--- config.mk ---
export PLATFORM = sky130hd
export DESIGN_NAME = psum_accumulator
export DESIGN_NICKNAME = d
export VERILOG_FILES = /design/src/rtl/bitfusion_pkg.sv /design/src/rtl/psum_sat_add.sv /design/src/rtl/psum_accumulator.sv
export SDC_FILE = /design/constraint.sdc
export NUM_CORES = 1
export LEC_CHECK = 0
export CORE_UTILIZATION = 41
export CTS_BUF_LIST = sky130_fd_sc_hd__clkbuf_4
export DETAILED_ROUTE_END_ITERATION = 8
export PLACE_DENSITY = 0.67
export SKIP_LAST_GASP = 1
export SLEW_MARGIN = 20
export SYNTH_ARGS = -nofsm -noshare
export SYNTH_HDL_FRONTEND = slang
export SYNTH_SLANG_ARGS = --single-unit
export TNS_END_PERCENT = 100
--- constraint.sdc ---
create_clock -name clk -period 3.2 [get_ports clk]
set_clock_uncertainty 0.2 [all_clocks]
set_input_delay 0.48 -clock clk [delete_from_list [all_inputs] [get_ports clk]]
set_output_delay 0.48 -clock clk [all_outputs]
set_load 0.05 [all_outputs]
--- src/rtl/bitfusion_pkg.sv ---
// Shared types and helpers for the bit-fusion datapath stages.
// Holds the default psum width, the accumulator state enum and psum_ext().
package bitfusion_pkg;

  localparam int PSUM_W_DEF = 8;
  localparam int EXT_W      = 64;

  typedef enum logic [1:0] {
    IDLE  = 2'd0,
    ACC   = 2'd1,
    DRAIN = 2'd2
  } state_e;

  // Extend the low w bits of x to EXT_W, by sign when sgn=1 else by zero.
  function automatic logic [EXT_W-1:0] psum_ext(
    input logic [EXT_W-1:0] x,
    input logic [6:0]       w,
    input logic             sgn
  );
    logic [EXT_W-1:0] hi;
    logic [5:0]       msb;
    hi  = {EXT_W{1'b1}} << w;
    msb = 6'(w - 7'd1);
    if (sgn && x[msb]) psum_ext = x | hi;
    else               psum_ext = x & ~hi;
  endfunction

endpackage

--- src/rtl/psum_sat_add.sv ---
// ACC_W adder: wraps by default, saturates when PSUM_ACC_SAT_EN is defined.
// Ports: a, b operands; sum result; (sat build) sat_signed mode, ovf clamp flag.
module psum_sat_add #(
  parameter int ACC_W = 16
) (
  input  logic [ACC_W-1:0] a,
  input  logic [ACC_W-1:0] b,
`ifdef PSUM_ACC_SAT_EN
  input  logic             sat_signed,
  output logic             ovf,
`endif
  output logic [ACC_W-1:0] sum
);

`ifdef PSUM_ACC_SAT_EN
  logic [ACC_W:0] raw;

  always_comb begin
    raw = {1'b0, a} + {1'b0, b};
    if (sat_signed)
      ovf = (a[ACC_W-1] == b[ACC_W-1]) &&
            (raw[ACC_W-1] != a[ACC_W-1]);
    else
      ovf = raw[ACC_W];
    if (!ovf)
      sum = raw[ACC_W-1:0];
    else if (sat_signed)
      sum = b[ACC_W-1] ? {1'b1, {(ACC_W-1){1'b0}}}
                       : {1'b0, {(ACC_W-1){1'b1}}};
    else
      sum = '1;
  end
`else
  assign sum = a + b;
`endif

endmodule

--- src/rtl/psum_accumulator.sv ---
// Accumulates acc_len consecutive psum beats into one ACC_W result on a
// valid/ready output. Optional saturation via PSUM_ACC_SAT_EN.
// Ports: clk, rst (sync, active-high); psum_in/psum_signed/in_valid/in_ready
// beat input; acc_len group length; out_data/out_valid/out_ready result; busy.
module psum_accumulator
  import bitfusion_pkg::*;
#(
  parameter int PSUM_W = PSUM_W_DEF,
  parameter int ACC_W  = 16,
  parameter int CNT_W  = 8
) (
  input  logic              clk,
  input  logic              rst,
  input  logic [PSUM_W-1:0] psum_in,
  input  logic              psum_signed,
  input  logic              in_valid,
  output logic              in_ready,
  input  logic [CNT_W-1:0]  acc_len,
  output logic [ACC_W-1:0]  out_data,
  output logic              out_valid,
  input  logic              out_ready,
  output logic              busy
);

  state_e           state_q, state_d;
  logic [ACC_W-1:0] acc_q, acc_d;
  logic [CNT_W-1:0] cnt_q, cnt_d;
  logic [CNT_W-1:0] len_q, len_d;
  logic [ACC_W-1:0] ext;
  logic [ACC_W-1:0] sum;
  logic             beat;

  assign ext = ACC_W'(psum_ext(EXT_W'(psum_in), 7'(PSUM_W), psum_signed));

`ifdef PSUM_ACC_SAT_EN
  // Mode of the group is fixed by its first beat; sat_q makes a clamp sticky.
  logic sgn_q, sgn_d;
  logic sat_q, sat_d;
  logic ovf;

  psum_sat_add #(.ACC_W(ACC_W)) u_add (
    .a          (acc_q),
    .b          (ext),
    .sat_signed (sgn_q),
    .ovf        (ovf),
    .sum        (sum)
  );
`else
  psum_sat_add #(.ACC_W(ACC_W)) u_add (
    .a   (acc_q),
    .b   (ext),
    .sum (sum)
  );
`endif

  assign in_ready  = (state_q != DRAIN);
  assign out_valid = (state_q == DRAIN);
  assign busy      = (state_q != IDLE);
  assign out_data  = acc_q;
  assign beat      = in_valid && in_ready;

  always_comb begin
    state_d = state_q;
    acc_d   = acc_q;
    cnt_d   = cnt_q;
    len_d   = len_q;
`ifdef PSUM_ACC_SAT_EN
    sgn_d   = sgn_q;
    sat_d   = sat_q;
`endif
    unique case (state_q)
      IDLE: begin
        if (beat) begin
          len_d = (acc_len == '0) ? CNT_W'(1) : acc_len;
          acc_d = ext;
          cnt_d = CNT_W'(1);
`ifdef PSUM_ACC_SAT_EN
          sgn_d = psum_signed;
          sat_d = 1'b0;
`endif
          state_d = (len_d == CNT_W'(1)) ? DRAIN : ACC;
        end
      end
      ACC: begin
        if (beat) begin
`ifdef PSUM_ACC_SAT_EN
          if (!sat_q) begin
            acc_d = sum;
            sat_d = ovf;
          end
`else
          acc_d = sum;
`endif
          cnt_d = cnt_q + CNT_W'(1);
          if (cnt_q == len_q - CNT_W'(1)) state_d = DRAIN;
        end
      end
      DRAIN: begin
        if (out_ready) state_d = IDLE;
      end
      default: state_d = IDLE;
    endcase
  end

  always_ff @(posedge clk) begin
    if (rst) begin
      state_q <= IDLE;
      acc_q   <= '0;
      cnt_q   <= '0;
      len_q   <= '0;
    end else begin
      state_q <= state_d;
      acc_q   <= acc_d;
      cnt_q   <= cnt_d;
      len_q   <= len_d;
    end
  end

`ifdef PSUM_ACC_SAT_EN
  always_ff @(posedge clk) begin
    if (rst) begin
      sgn_q <= 1'b0;
      sat_q <= 1'b0;
    end else begin
      sgn_q <= sgn_d;
      sat_q <= sat_d;
    end
  end
`endif

endmodule

Yosys cells after proc, flatten, opt, wreduce, memory -nomap -nowiden
Index checks and enable logic that the tools add are counted.
{ "op_classes": {"n_addsub": 3, "eq_ne": 9, "muxes": 14, "reduce_logical": 9} }
{ "ops": {"columns": ["op", "count"], "rows": [
  ["$mux 16", 3],
  ["$pmux 16 s2", 1],
  ["$mux 8", 3],
  ["$add 16x16->16", 1],
  ["$pmux 8 s2", 1],
  ["$mux 2", 5],
  ["$add 8x1->8 const B", 1],
  ["$eq 8x1->1 const B", 1],
  ["$eq 8x8->1", 1],
  ["$logic_not 8->1", 1],
  ["$ne 2x2->1 const B", 4],
  ["$sub 8x1->8 const B", 1],
  ["$pmux 2 s3", 1],
  ["$reduce_and 4->1", 1],
  ["$reduce_bool 2->1", 2],
  ["$reduce_and 3->1", 1],
  ["$eq 2x1->1 const B", 1],
  ["$eq 2x2->1 const B", 1],
  ["$logic_and 1x1->1", 2],
  ["$logic_not 2->1", 1],
  ["$ne 2x1->1 const B", 1],
  ["$reduce_and 2->1", 1]
]} }
{ "totals": {"ff_bits": 34, "input_bits": 21, "out_inout_bits": 19, "wordCells": 39} }

Longest topological paths before layout
{ "logic_depth": {"ltp_word": 6, "depth_mapped": 10, "ltp_nobuf": 10} }

Modules after synthesis
A second synthesis with hierarchy kept.
{ "unflattened": {"cells_unflattened": 290, "area_unflattened_um2": 2381.0} }
{ "by_module_without_submodules": {"columns": ["mod", "n_inst", "cells_each", "area_per_inst_um2", "seq_area_each_um2"], "rows": [
  ["psum_accumulator", 1, 192, 1656.6, 680.7],
  ["psum_sat_add", 1, 98, 724.4, 0.0]
]} }

Worst setup path after synthesis
OpenSTA, ideal clock, no wires.
{ "synth_timing": {"path_kind": "reg2reg", "startpoint": "register acc_q[6], in the netlist out_data[6]", "endpoint": "register acc_q[15], in the netlist out_data[15]", "setup_time_ns": 0.095, "arrival_ns": 2.601, "t_required_ns": 2.905, "slack_ns": 0.304, "stages_incl_launch_ff": 9, "path_buffers": 0, "synth_period_minus_slack_ns": 2.896, "path_cell_list": "dfxtp_1 > ha_1 > a21o_1 > a211oi_2 > nor2_1 > a211o_1 > o31ai_2 > mux2_1 > o311ai_1"} }
{ "synth_via": {"elab_chain_len": 3} }
{ "synth_rtl": {"columns": ["item", "line", "rtl"], "rows": [
  ["start, declared", "psum_accumulator.sv:26", "logic [ACC_W-1:0] acc_q, acc_d;"],
  ["start signal, assigned", "psum_accumulator.sv:108", "acc_q <= '0;"],
  ["start signal, assigned", "psum_accumulator.sv:113", "acc_q <= acc_d;"],
  ["$add 16x16->16", "psum_sat_add.sv:34", "assign sum = a + b;"],
  ["$mux 16", "psum_accumulator.sv:85", "if (beat) begin"],
  ["$pmux 16 s2", "psum_accumulator.sv:71", "unique case (state_q)"]
]} }
No other way between the ends. The select of a mux whose other input is x is not followed.
A chain may end at the register's enable or synchronous reset.

Final worst setup path
{ "layout_timing": {"startpoint": "input port psum_in[6]", "endpoint": "register acc_q[15], in the netlist out_data[15]"} }
{ "layout_via": {"elab_chain_len": 4} }
{ "layout_rtl": {"columns": ["item", "line", "rtl"], "rows": [
  ["start, declared", "psum_accumulator.sv:14", "input logic [PSUM_W-1:0] psum_in,"],
  ["$mux 16", "bitfusion_pkg.sv:24", "if (sgn && x[msb]) psum_ext = x | hi;"],
  ["$add 16x16->16", "psum_sat_add.sv:34", null],
  ["$mux 16", "psum_accumulator.sv:85", null],
  ["$pmux 16 s2", "psum_accumulator.sv:71", null]
]} }
No other way between the ends. The select of a mux whose other input is x is not followed.

==> impl_results.md <==
- Layout area overhead: 26.46%
- MaxCap Viol Count: 0
- Worst relative slew slack: 58.50%
- Die Ht: 78.85 µm
- Synth warn: 0
- # clock sinks: 34
- Routed Antenna Nets: 0
- Clk_lat worst skew: 330 ps
- Die width: 78.85 µm
- CP peak stage delay: 420 ps
- Pint: 0.8648 mW
- Gate power share: 32.2%
- Routed WL per cell: 13.84 µm
- Vias per cell: 5.448
- Post-route setup TNS: 0 ps
- Core Box Area: 0.005608 mm²
- Setup Fix Bufs, Post-CTS: 0
- Area leader, netlist: dfxtp_1
- Power Density: 420.2 mW/mm²
- Final WL: 6019 µm
- R2R cell count: 8
- DRT Pass-1 Iters: 4
- Worst Max-Slew Pin Slew: 616.0 ps
- Unrepaired setup endpoints after global routing: false
- Initial Util: 43.17%
- H-tree Lvls: 2
- Post-CTS sizing: 0
- Adder-Cell Fraction of Synth Area: 9.612%
- Post-synth EDFFs: 0
- Post-synthesis mux area share: 2.532%
- Hold WC Path Type: reg -> reg
- TritonCTS clock tree: yes
- Worst-path clk slew: 120 ps
- Switch share: 32.78%
- Root Buffer: clkbuf_4
- Max Buffers Root-to-Sink: 2
- Hold path depth: 2
- GP Congestion: 0.9153
- Largest net degree at the start of global routing: 28
- Syn nets: 353
- Final Slew Violations: 0
- Crit Path Category: in -> reg
- Synth area leaders: dfxtp_1 28%, ha_1 8.8%, nand2_1 6.0%
- Die area: 0.006217 mm²
- Ys flop type: dfxtp_1
- Final setup viols: 0
- Leakage: 1.243 nW
- Worst Path Arrival: 2910 ps
- DRC: 0
- Total CTS buffers: 5
- Critical path peak fanout: 2
- Crit start category: input pin
- GR Util All Layers: 20.70%
- Final HPWL from detailed placement: 4550 µm
- Vias: 2,370
- Std cell rows: 27
- Syn Inst Count: 314
- First-pass GRT wire length: 10,320 µm
- Share of layout cells above drive strength 1: 6.612%
- Final Hold Viols: 0
- Fin nets: 401
- Hold buffers post-CTS: 0
- Crit path time final: 2879 ps
- Synth top area share: 28.11%
- Unique masters post-synth: 50
- Synthesized area: 0.002421 mm²
- Number of DRC markers in iteration 0: 68
- Synth Area in Simple Gates: 24.65%
- R2r setup slk: 580 ps
- Crit end category: register
- Crit-path cells: clkdlybuf4s50_1 -> ha_1 -> a21o_1 -> a211oi_2 -> nor2_1 -> a211o_1 -> o31ai_2 -> mux2_1 -> o311ai_1
- Asr flop ratio synth: 0%
- Synthesized flop and latch total: 34
- Clock network power share: 31.0%
- Initial antenna violation count: 0
- Vias in the first global route: 2,318
- Port buffer count: 39
- Synth Area in Compound Gates: 22.12%
- Post-Synth XOR/XNOR Area: 9.406%
- Sw Pwr: 0.4216 mW
- Max VDD drop: 317.4 µV
- Total grt overflow: 0
- Status: finished, final reports clean
- Crit share post-route: 89.98%
- Num ports: 40
- Slowest CP cell: clkdlybuf4s50_1
- Total power: 1.286 mW
- Fmax: 347.3 MHz
- Critical path data required time: 3230 ps
- Register area share after synthesis: 28.11%
- Avg Cell Area, Syn: 7.710 µm²
- Ant. Diodes: 0
- Register share of total power: 36.9%
- Largest family of logic cells by synthesized area: simple AND/OR/NAND/NOR gates
-- kinds of logic after synthesis --
family / count (synthesis)
AND/OR/NAND/NOR: 125
AO/OA/AOI/OAI: 82
flip-flops: 34
XOR/XNOR: 26
buffers and inverters: 23
adder cells (fa/ha/maj): 18
multiplexers: 6
-- cell type report --
type                    count  area [µm²]
flip-flops and latches     34       680.7
repair buffers             52       488.0
clock inverters             3       63.81
inverters                  12       45.04
fillers                   578        2546
multi-input cells         257        1657
clock buffers               5       37.54
well taps                  72       90.09
-- metrics by stage --
stage	cell area, µm²	instances	hold WS [ps]	utilization [%]	setup WS [ps]
floorplan	2421	314	248.1	-	303.9
global placement	2960	427	268.6	52.79	73.83
detailed placement	2960	427	277.1	52.79	0.2704
CTS	3062	435	295.4	54.60	349.5
global route	3062	435	314.8	54.60	188.8
finish	3062	435	286.4	54.60	320.7
-- registers in the layout, summed over array words and instances, names as in the netlist --
name,cells
out_data,16
len_q,8
cnt_q,8
state_q,2
-- layer usage --
layer / vias to the layer above / part of all wire (%) / GRT usage (%)
met5: - / 0 / 0
met4: 0 / 1.2 / 4.727
met3: 10 / 3.9 / 3.448
met2: 46 / 49 / 38.61
met1: 1090 / 46 / 24.58
li1: 1224 / - / -
-- synth_stat cells (4+ instances only) --
cell,number
nor2_1,36
xnor2_1,12
dfxtp_1,34
nor3b_1,4
mux2i_1,5
a31oi_1,4
a21oi_1,25
clkbuf_1,10
a211oi_1,8
nor3_1,7
inv_1,12
nor2b_1,6
o21ai_1,6
nand2_1,39
o211ai_1,4
nand2b_1,6
ha_1,17
o21ai_0,10
xor2_1,14
nor4_1,5
nand3_1,5
-- final timing paths --
path / startpoint / endpoint
hold / removal: len_q[7] / len_q[7]
setup / recovery: psum_in[6] / out_data[15]
setup reg to reg: out_data[6] / out_data[15]
hold reg to reg: len_q[7] / len_q[7]
-- cell usage in the layout, fill, tap and decap left out, types with 4 or more instances in the layout --
master           count
a211oi_1             8
clkdlybuf4s50_1     39
dfxtp_1             34
nand3_1              5
nand2_1             39
o21ai_0             10
clkbuf_4             5
mux2i_1              5
a21oi_1             25
nor4_1               5
nor3_1               7
xor2_1              14
xnor2_1             12
o211ai_1             4
nor2b_1              5
nor3b_1              4
inv_1               12
buf_4               13
nor2_1              36
nand2b_1             6
ha_1                17
o21ai_1              6
a31oi_1              4
-- power by group through the flow --
| stage | Combinational [mW] | Sequential [mW] | Clock [mW] |
|---|---|---|---|
| global route | 0.454 | 0.479 | 0.426 |
| detailed placement | 0.410 | 0.484 | 0 |
| floorplan | 0.226 | 0.538 | 0 |
| finish | 0.414 | 0.474 | 0.398 |
| global placement | 0.405 | 0.484 | 0 |
| CTS | 0.412 | 0.475 | 0.409 |
-- worst max-delay path, delay by kind of cell --
kind	cells	cell delay, ps
AND/OR/NAND/NOR	1	70
adder cells (fa/ha/maj)	1	330
multiplexers	1	340
buffers and inverters	1	420
AO/OA/AOI/OAI	5	1260
Note: power is estimated with default switching activity, not from simulation.
